$ cat config.mk
export PLATFORM = sky130hd
export DESIGN_NAME = reg_file_wb
export DESIGN_NICKNAME = d
export VERILOG_FILES = /design/src/rtl/reg_file_wb.sv
export SDC_FILE = /design/constraint.sdc
export NUM_CORES = 2
export LEC_CHECK = 0
export BUFFER_PORTS_ARGS = -buffer_cell sky130_fd_sc_hd__buf_2
export CORE_MARGIN = 5
export CORE_UTILIZATION = 30
export CTS_CLUSTER_DIAMETER = 150
export DETAILED_ROUTE_END_ITERATION = 6
export PLACE_DENSITY = 0.42
export SLEW_MARGIN = 30
export SYNTH_ARGS = -nofsm -noshare
export SYNTH_HDL_FRONTEND = slang
export SYNTH_SLANG_ARGS = --single-unit
$ cat constraint.sdc
create_clock -name clk -period 3.1 [get_ports clk]
set_clock_uncertainty 0.15 [all_clocks]
set_input_delay 0.465 -clock clk [delete_from_list [all_inputs] [get_ports clk]]
set_output_delay 0.465 -clock clk [all_outputs]
set_load 0.1 [all_outputs]
$ cat src/rtl/reg_file_wb.sv
// Architectural register file: one write-back port, two bypassed read ports and
// a valid/ready register-dump port that streams every register out in order.
module reg_file_wb #(
    parameter int DATA_W = 32,
    parameter int ADDR_W = 5,
    parameter int NREG   = 32
) (
    input  logic              clk,
    input  logic              rst_n,
    input  logic              we,
    input  logic [ADDR_W-1:0] waddr,
    input  logic [DATA_W-1:0] wdata,
    input  logic [ADDR_W-1:0] raddr_a,
    input  logic [ADDR_W-1:0] raddr_b,
    output logic [DATA_W-1:0] rdata_a,
    output logic [DATA_W-1:0] rdata_b,
    input  logic              dump_start,
    output logic              dump_valid,
    input  logic              dump_ready,
    output logic [ADDR_W-1:0] dump_addr,
    output logic [DATA_W-1:0] dump_data,
    output logic              dump_busy,
    output logic              dump_done
);

    typedef enum logic [1:0] {
        IDLE = 2'd0,
        SCAN = 2'd1,
        DONE = 2'd2
    } state_e;

    localparam logic [DATA_W-1:0] ZERO_DATA = {DATA_W{1'b0}};
    localparam logic [ADDR_W-1:0] ZERO_ADDR = {ADDR_W{1'b0}};
    localparam logic [ADDR_W-1:0] LAST_ADDR = ADDR_W'(NREG - 1);

    logic [DATA_W-1:0] regs_q [NREG];
    logic [DATA_W-1:0] regs_d [NREG];

    state_e            state_q, state_d;
    logic [ADDR_W-1:0] dump_addr_q, dump_addr_d;
    logic [DATA_W-1:0] dump_data_q, dump_data_d;
    logic              dump_valid_q, dump_valid_d;
    logic              dump_busy_q, dump_busy_d;
    logic              dump_done_q, dump_done_d;
    logic [ADDR_W-1:0] next_addr_s;

    // Register 0 reads as zero; a write in flight to the index is forwarded.
    function automatic logic [DATA_W-1:0] bypass_read(input logic [ADDR_W-1:0] a);
        logic [DATA_W-1:0] r;
        if (a == ZERO_ADDR) begin
            r = ZERO_DATA;
        end else if (we && (waddr == a)) begin
            r = wdata;
        end else begin
            r = regs_q[a];
        end
        return r;
    endfunction

    // Combinational read ports
    always_comb begin
        rdata_a = bypass_read(raddr_a);
        rdata_b = bypass_read(raddr_b);
    end

    // Next register contents; index 0 is never written
    always_comb begin
        regs_d = regs_q;
        if (we && (waddr != ZERO_ADDR)) begin
            regs_d[waddr] = wdata;
        end else begin
            regs_d[0] = ZERO_DATA;
        end
    end

    // Dump FSM next-state and registered-output logic
    always_comb begin
        state_d     = state_q;
        dump_addr_d = dump_addr_q;
        dump_data_d = dump_data_q;
        dump_valid_d = dump_valid_q;
        dump_busy_d = dump_busy_q;
        dump_done_d = 1'b0;
        next_addr_s = dump_addr_q + ADDR_W'(1);
        case (state_q)
            IDLE: begin
                if (dump_start) begin
                    state_d      = SCAN;
                    dump_addr_d  = ZERO_ADDR;
                    dump_data_d  = ZERO_DATA;
                    dump_valid_d = 1'b1;
                    dump_busy_d  = 1'b1;
                end else begin
                    dump_valid_d = 1'b0;
                    dump_busy_d  = 1'b0;
                end
            end
            SCAN: begin
                if (dump_ready) begin
                    if (dump_addr_q == LAST_ADDR) begin
                        state_d      = DONE;
                        dump_valid_d = 1'b0;
                        dump_done_d  = 1'b1;
                    end else begin
                        // The new beat captures any write landing on this same edge
                        dump_addr_d = next_addr_s;
                        dump_data_d = bypass_read(next_addr_s);
                    end
                end else begin
                    dump_valid_d = 1'b1;
                end
            end
            DONE: begin
                state_d     = IDLE;
                dump_busy_d = 1'b0;
            end
            default: begin
                state_d      = IDLE;
                dump_valid_d = 1'b0;
                dump_busy_d  = 1'b0;
            end
        endcase
    end

    // State registers: register array and dump FSM
    always_ff @(posedge clk or negedge rst_n) begin
        if (!rst_n) begin
            for (int i = 0; i < NREG; i++) begin
                regs_q[i] <= ZERO_DATA;
            end
            state_q      <= IDLE;
            dump_addr_q  <= ZERO_ADDR;
            dump_data_q  <= ZERO_DATA;
            dump_valid_q <= 1'b0;
            dump_busy_q  <= 1'b0;
            dump_done_q  <= 1'b0;
        end else begin
            regs_q       <= regs_d;
            state_q      <= state_d;
            dump_addr_q  <= dump_addr_d;
            dump_data_q  <= dump_data_d;
            dump_valid_q <= dump_valid_d;
            dump_busy_q  <= dump_busy_d;
            dump_done_q  <= dump_done_d;
        end
    end

    assign dump_valid = dump_valid_q;
    assign dump_addr  = dump_addr_q;
    assign dump_data  = dump_data_q;
    assign dump_busy  = dump_busy_q;
    assign dump_done  = dump_done_q;

endmodule

* Yosys cells after proc, flatten, opt, wreduce, memory -nomap -nowiden
Index checks and enable logic that the tools add are counted.
** Storage, ports and cells
- Memory bits (writable) :: 0
- Output and inout bits :: 104
- Bits in latches :: 0
- ROM bits :: 0
- Memories :: 0
- Flip-flop bits (word level) :: 1066
** Operators by class
- Shift operators :: 0
- $lt $le $gt $ge :: 5
- Muxes and demuxes :: 39
- Bitwise operators :: 5
- Reduce and logical (&&, ||, !) cells :: 14
- Multipliers :: 0
- Equal/unequal tests :: 11
- Div/mod/pow operators :: 0
- Add/subtract/negate cells :: 1
** Operators by type and width (count)
- $bwmux W1024 :: 1
- $mux W32 :: 17
- $bmux W32 S5 :: 3
- $demux W32 S5 :: 1
- $pmux W32 S2 :: 1
- $ge A6 B6 Y1 const B :: 4
- $not A5 Y6 :: 4
- $eq A5 B5 Y1 :: 3
- $logic_not A5 Y1 :: 3
- $mux W5 :: 3
- $pmux W5 S2 :: 1
- $ne A2 B2 Y1 const B :: 4
- $lt A6 B1 Y1 const B :: 1
- $mux W1 :: 6
- $mux W2 :: 3
- $add A5 B1 Y5 const B :: 1
- $eq A5 B5 Y1 const B :: 1
- $logic_and A1 B1 Y1 :: 5
- $reduce_bool A5 Y1 :: 1
- $pmux W2 S2 :: 1
- $reduce_and A4 Y1 :: 1
- $ne A3 B3 Y1 const B :: 1
- $pmux W1 S3 :: 1
- $reduce_and A3 Y1 :: 1
- other kinds (7) :: 7

* Longest topological paths before layout
- Word-level depth :: 10
- Gate-level depth with buffers :: 11
- Depth with buffers taken out :: 8

* Worst setup path after synthesis
No wires, ideal clock.
- Path kind :: input -> output
- From :: input raddr_b[0]
- To :: output rdata_b[6]
- Slack :: -1405 ps
- Required time :: 2485 ps
- Stages :: 9
- Data arrival time :: 3890 ps
- Cells stage by stage :: buf_4 -> buf_4 -> buf_2 -> buf_1 -> mux4_2 -> nand2_1 -> nand4b_1 -> mux2i_1 -> nor3_1
** Between the ends
- Longest elaborated chain between the ends :: 6
- Elaborated cells between the ends (all ways) :: 9
- Those cells by class :: eq/ne (1); mux (5); bitwise (1); reduce/logical (2)
** RTL lines
- start, declared :: line 14 : input logic [ADDR_W-1:0] raddr_b,
- $not A5 Y6 (not written as such) :: line 55 : r = regs_q[a];
- $bmux W32 S5 :: line 55
- $mux W32 (not written as such) (2 in a row) :: line 55
- $mux W32 :: line 52 : end else if (we && (waddr == a)) begin
- $mux W32 * :: line 50 : if (a == ZERO_ADDR) begin
- end, declared :: line 16 : output logic [DATA_W-1:0] rdata_b,
Every way passes the cells marked *; elsewhere a longest branch is shown, timed or not. The select of a mux whose other input is x is not followed.

* Worst setup path after layout
- From :: register regs_q[898] in the netlist's numbering
- To :: output rdata_a[2]
** Between the ends
- Longest elaborated chain between the ends :: 5
** RTL lines
- start, declared :: line 36 : logic [DATA_W-1:0] regs_q [NREG];
- start signal, assigned :: line 138 : regs_q <= regs_d;
- $bmux W32 S5 :: line 55
- $mux W32 (not written as such) (2 in a row) :: line 55
- $mux W32 :: line 52
- $mux W32 :: line 50
- end, declared :: line 15 : output logic [DATA_W-1:0] rdata_a,
Every way passes these cells. The select of a mux whose other input is x is not followed.

==> impl_metrics.yaml <==
floorplan:
  ios: 156
  dieHeight_um: 478.1
  start_util_pct: 30.21
  core_sq_mm: 0.2176
  dieArea_sq_mm: 0.2286
  dieWidth_um: 478.1
  row_count: 171
power:
  p_int_uw: 39210
  max-vdd-ir-drop_mv: 0.6193
  p_total_uw: 62110
  power_frac_seq_pct: 31.2
  netSwitchingFraction_pct: 36.87
  leakage_uw: 0.03481
  p_clk_share_pct: 27.5
  power.share.combinational_pct: 41.2
  powerDensity_mw_per_mm2: 744.5
  power_switching_uw: 22900
detailed_routing:
  initialDrtViolationCount: 4370
  routedWlPerCell_um: 35.91
  wirelength_mm: 288.5
  dr_total_vias: 47840
  route.antenna.remaining_nets: 0
  dr.pass1.iters: 5
  drc: 0
  via_per_inst: 5.955
sta:
  maxSlewHeadroom_pct: 46.81
  finalMaxSlewViolations: 0
  hold_slack_ps: 84.93
  setup_slack_ps: -415.8
  finalHoldViolCount: 0
  setup_viol: 64
  fin_crit_sh_pct: 113.4
  setup_tns_ps: -16630
  grt_setup_unrepaired: "yes"
  max_freq_ghz: 0.2844
  worstMarginPinSlew_ps: 795.2
  period_minus_slack_ps: 3516
final_layout:
  nFillCells: 20250
  syn_to_final_growth_pct: 26.90
  layout_commonest_cell: "dfrtp_1"
  drive_gt1_share_pct: 60.17
  nNetsFinal: 5123
  final_cell_mix: "1060 x dfrtp_1, 996 x mux2_2, 755 x mux4_2, 520 x buf_4, 287 x mux2i_1"
synthesis:
  syn_area_sq_mm: 0.06574
  synth_cell_types: 59
  yosys-mux-area-fraction_pct: 47.57
  yosys.area_share.simple_pct: 3.751
  synth_flop_cell: "dfrtp_1"
  synth_top_family_by_area: "multiplexers"
  synth_xor_area_share_pct: 0.2627
  synth_edf_count: 0
  yosysSeqAreaShare_pct: 40.58
  async_flop_share_pct: 100.0
  synth-compound-area-share_pct: 4.263
  netlist_instances: 4537
  synth-adder-area-share_pct: 0.05710
  ys_ff_latch: 1066
  yosysWarnings: 0
  synth_fp_nets: 4592
  synth_area_per_cell_sq_um: 14.49
clock_tree:
  path_clk_slew_ps: 60
  cts_sinks: 1066
  cts_buffer_depth: 3
  cts_buffers: 136
  cts_root_buf: "clkbuf_16"
  h-tree-depth: 4
  clkLatencyLatePin_ps: 810
  cts_tree: "yes"
setup_path:
  startpoint_type: "flop"
  critPathBufInv: 1
  crit_chain: "mux4_2 > mux4_2 > nor2b_1 > a211o_4 > buf_12"
  crit_family: "multiplexers"
  cp.arrival_ps: 2900
  path_class: "reg2out"
  cp_max_fo: 4
  reg2regPathDepth: 10
  cp-end-kind: "primary output"
  cp_common_cell: "mux4_2"
  slowest_delay_ps: 500
  crit_required_ps: 2480
  cp.depth: 5
  crit_path_top_delay_cell: "mux4_2"
global_routing:
  busiest_layer: "met2"
  grtUsageMet3_pct: 3.647
  grt_pass1_vias: 49040
  antenna_found_initial: 14
  grt_util_all_layers_pct: 24.86
  grt.met2_usage_pct: 39.36
  use_met1_pct: 35.10
  grt_overflow: 0
  grt_max_degree: 89
  grt_pass1_wl_mm: 407.0
run_status:
  violations: "negative setup slack"
  status: "finished, violations left"
hold_path:
  hold_path.class: "in2async"
placed_design:
  port_buffers: 155
  dp_hpwl_mm: 192.7
  gp_congestion: 0.8368
  dpl_worst_slack_ps: -438.3
run:
  maxCapViolCount: 0
worst paths after layout:
check                        startpoint            end  slack (ps)
max                         regs_q[898]     rdata_a[2]        -420
min                               rst_n    regs_q[868]          80
max reg2reg                dump_addr[0]  dump_data[12]          30
min reg2reg                regs_q[1004]   regs_q[1004]         380
max in group asynchronous         rst_n   dump_addr[0]        1730
min in group clk               wdata[5]    regs_q[165]          90
final cells by class:
| class | count | area [sq um] | share of cell area (%) |
|---|---|---|---|
| clock inverters | 54 | 844.6 | 1.012 |
| repair buffers | 905 | 10070 | 12.07 |
| flip-flops and latches | 1066 | 26690 | 31.99 |
| multi-input cells | 2949 | 38310 | 45.92 |
| diodes | 8 | 20.02 | 0.02400 |
| clock buffers | 188 | 3879 | 4.649 |
| well taps | 2854 | 3571 | 4.281 |
| inverters | 10 | 45.04 | 0.05399 |
state kept, by name, summed over array words and instances, names as in the netlist:
register,flops
dump_busy,1
dump_valid,1
dump_done,1
regs_q,1024
dump_data,32
state_q,2
dump_addr,5
Yosys cell counts (4+ instances only):
master,count,area share [%]
a211o_1,24,0.32
a211oi_1,73,0.83
a21oi_1,69,0.53
a221o_1,37,0.56
a221oi_1,39,0.52
a22oi_1,43,0.49
a31oi_1,8,0.076
and2_1,35,0.33
and3_1,17,0.16
buf_1,70,0.40
buf_2,123,0.94
buf_4,29,0.33
buf_6,12,0.21
clkbuf_1,278,1.6
dfrtp_1,1066,41
inv_1,7,0.040
mux2_2,996,17
mux2i_1,305,4.6
mux4_2,755,26
nand2_1,95,0.54
nand2b_1,9,0.086
nand3_1,11,0.084
nand4_1,6,0.057
nor2_1,49,0.28
nor2b_1,55,0.52
nor3_1,143,1.1
nor3b_1,5,0.057
nor4_1,33,0.31
o21ai_0,69,0.53
o22ai_1,8,0.076
o32a_1,4,0.061
or2_2,6,0.057
xnor2_1,14,0.19
through the flow:
stage	util, %	instance area, sq um	instances
after floorplan	-	66190	4537
after global placement	35.13	76450	7643
after detailed placement	35.13	76450	7643
after CTS	38.06	82820	7996
after global routing	38.33	83410	8029
final	38.34	83420	8034
power groups by stage:
stage	Sequential (uW)	Clock, uW	Combinational (uW)
2_1_floorplan	19300	0	14900
3_3_place_gp	19500	0	24300
3_5_place_dp	19600	0	24300
4_1_cts	19300	17500	25100
5_1_grt	19700	18000	26700
6_report	19400	17100	25600
what timing repair did:
action	in CTS	in global routing
setup buffers	83	32
endpoints found under the hold margin	505	0
gates resized for setup	137	80
hold buffers	25	0
pin swaps	62	49
cloned	4	1
setup endpoints to repair	67	75
metal layers:
metal | routed length, um | part of all wire (%)
met1 | 127300 | 44
met2 | 134700 | 47
met3 | 15350 | 5.3
met4 | 11120 | 3.9
met5 | 13 | 0.0045
worst reg2reg max path: stages, from the launching register on:
cell and delay, ps:
dfrtp_4 490, buf_12 160, ha_4 400, buf_12 240
buf_12 230, buf_4 220, mux4_2 330, mux2i_1 210
nor3_1 100, nor4_2 300, a22oi_1 110
cell families after synthesis:
logic type	count (synthesis)
fa+ha+maj	3
mux	2056
xor+xnor	18
compound gates	395
simple gates	477
buf+inv	522
flops	1066
Power figures use the tool's default switching activity.
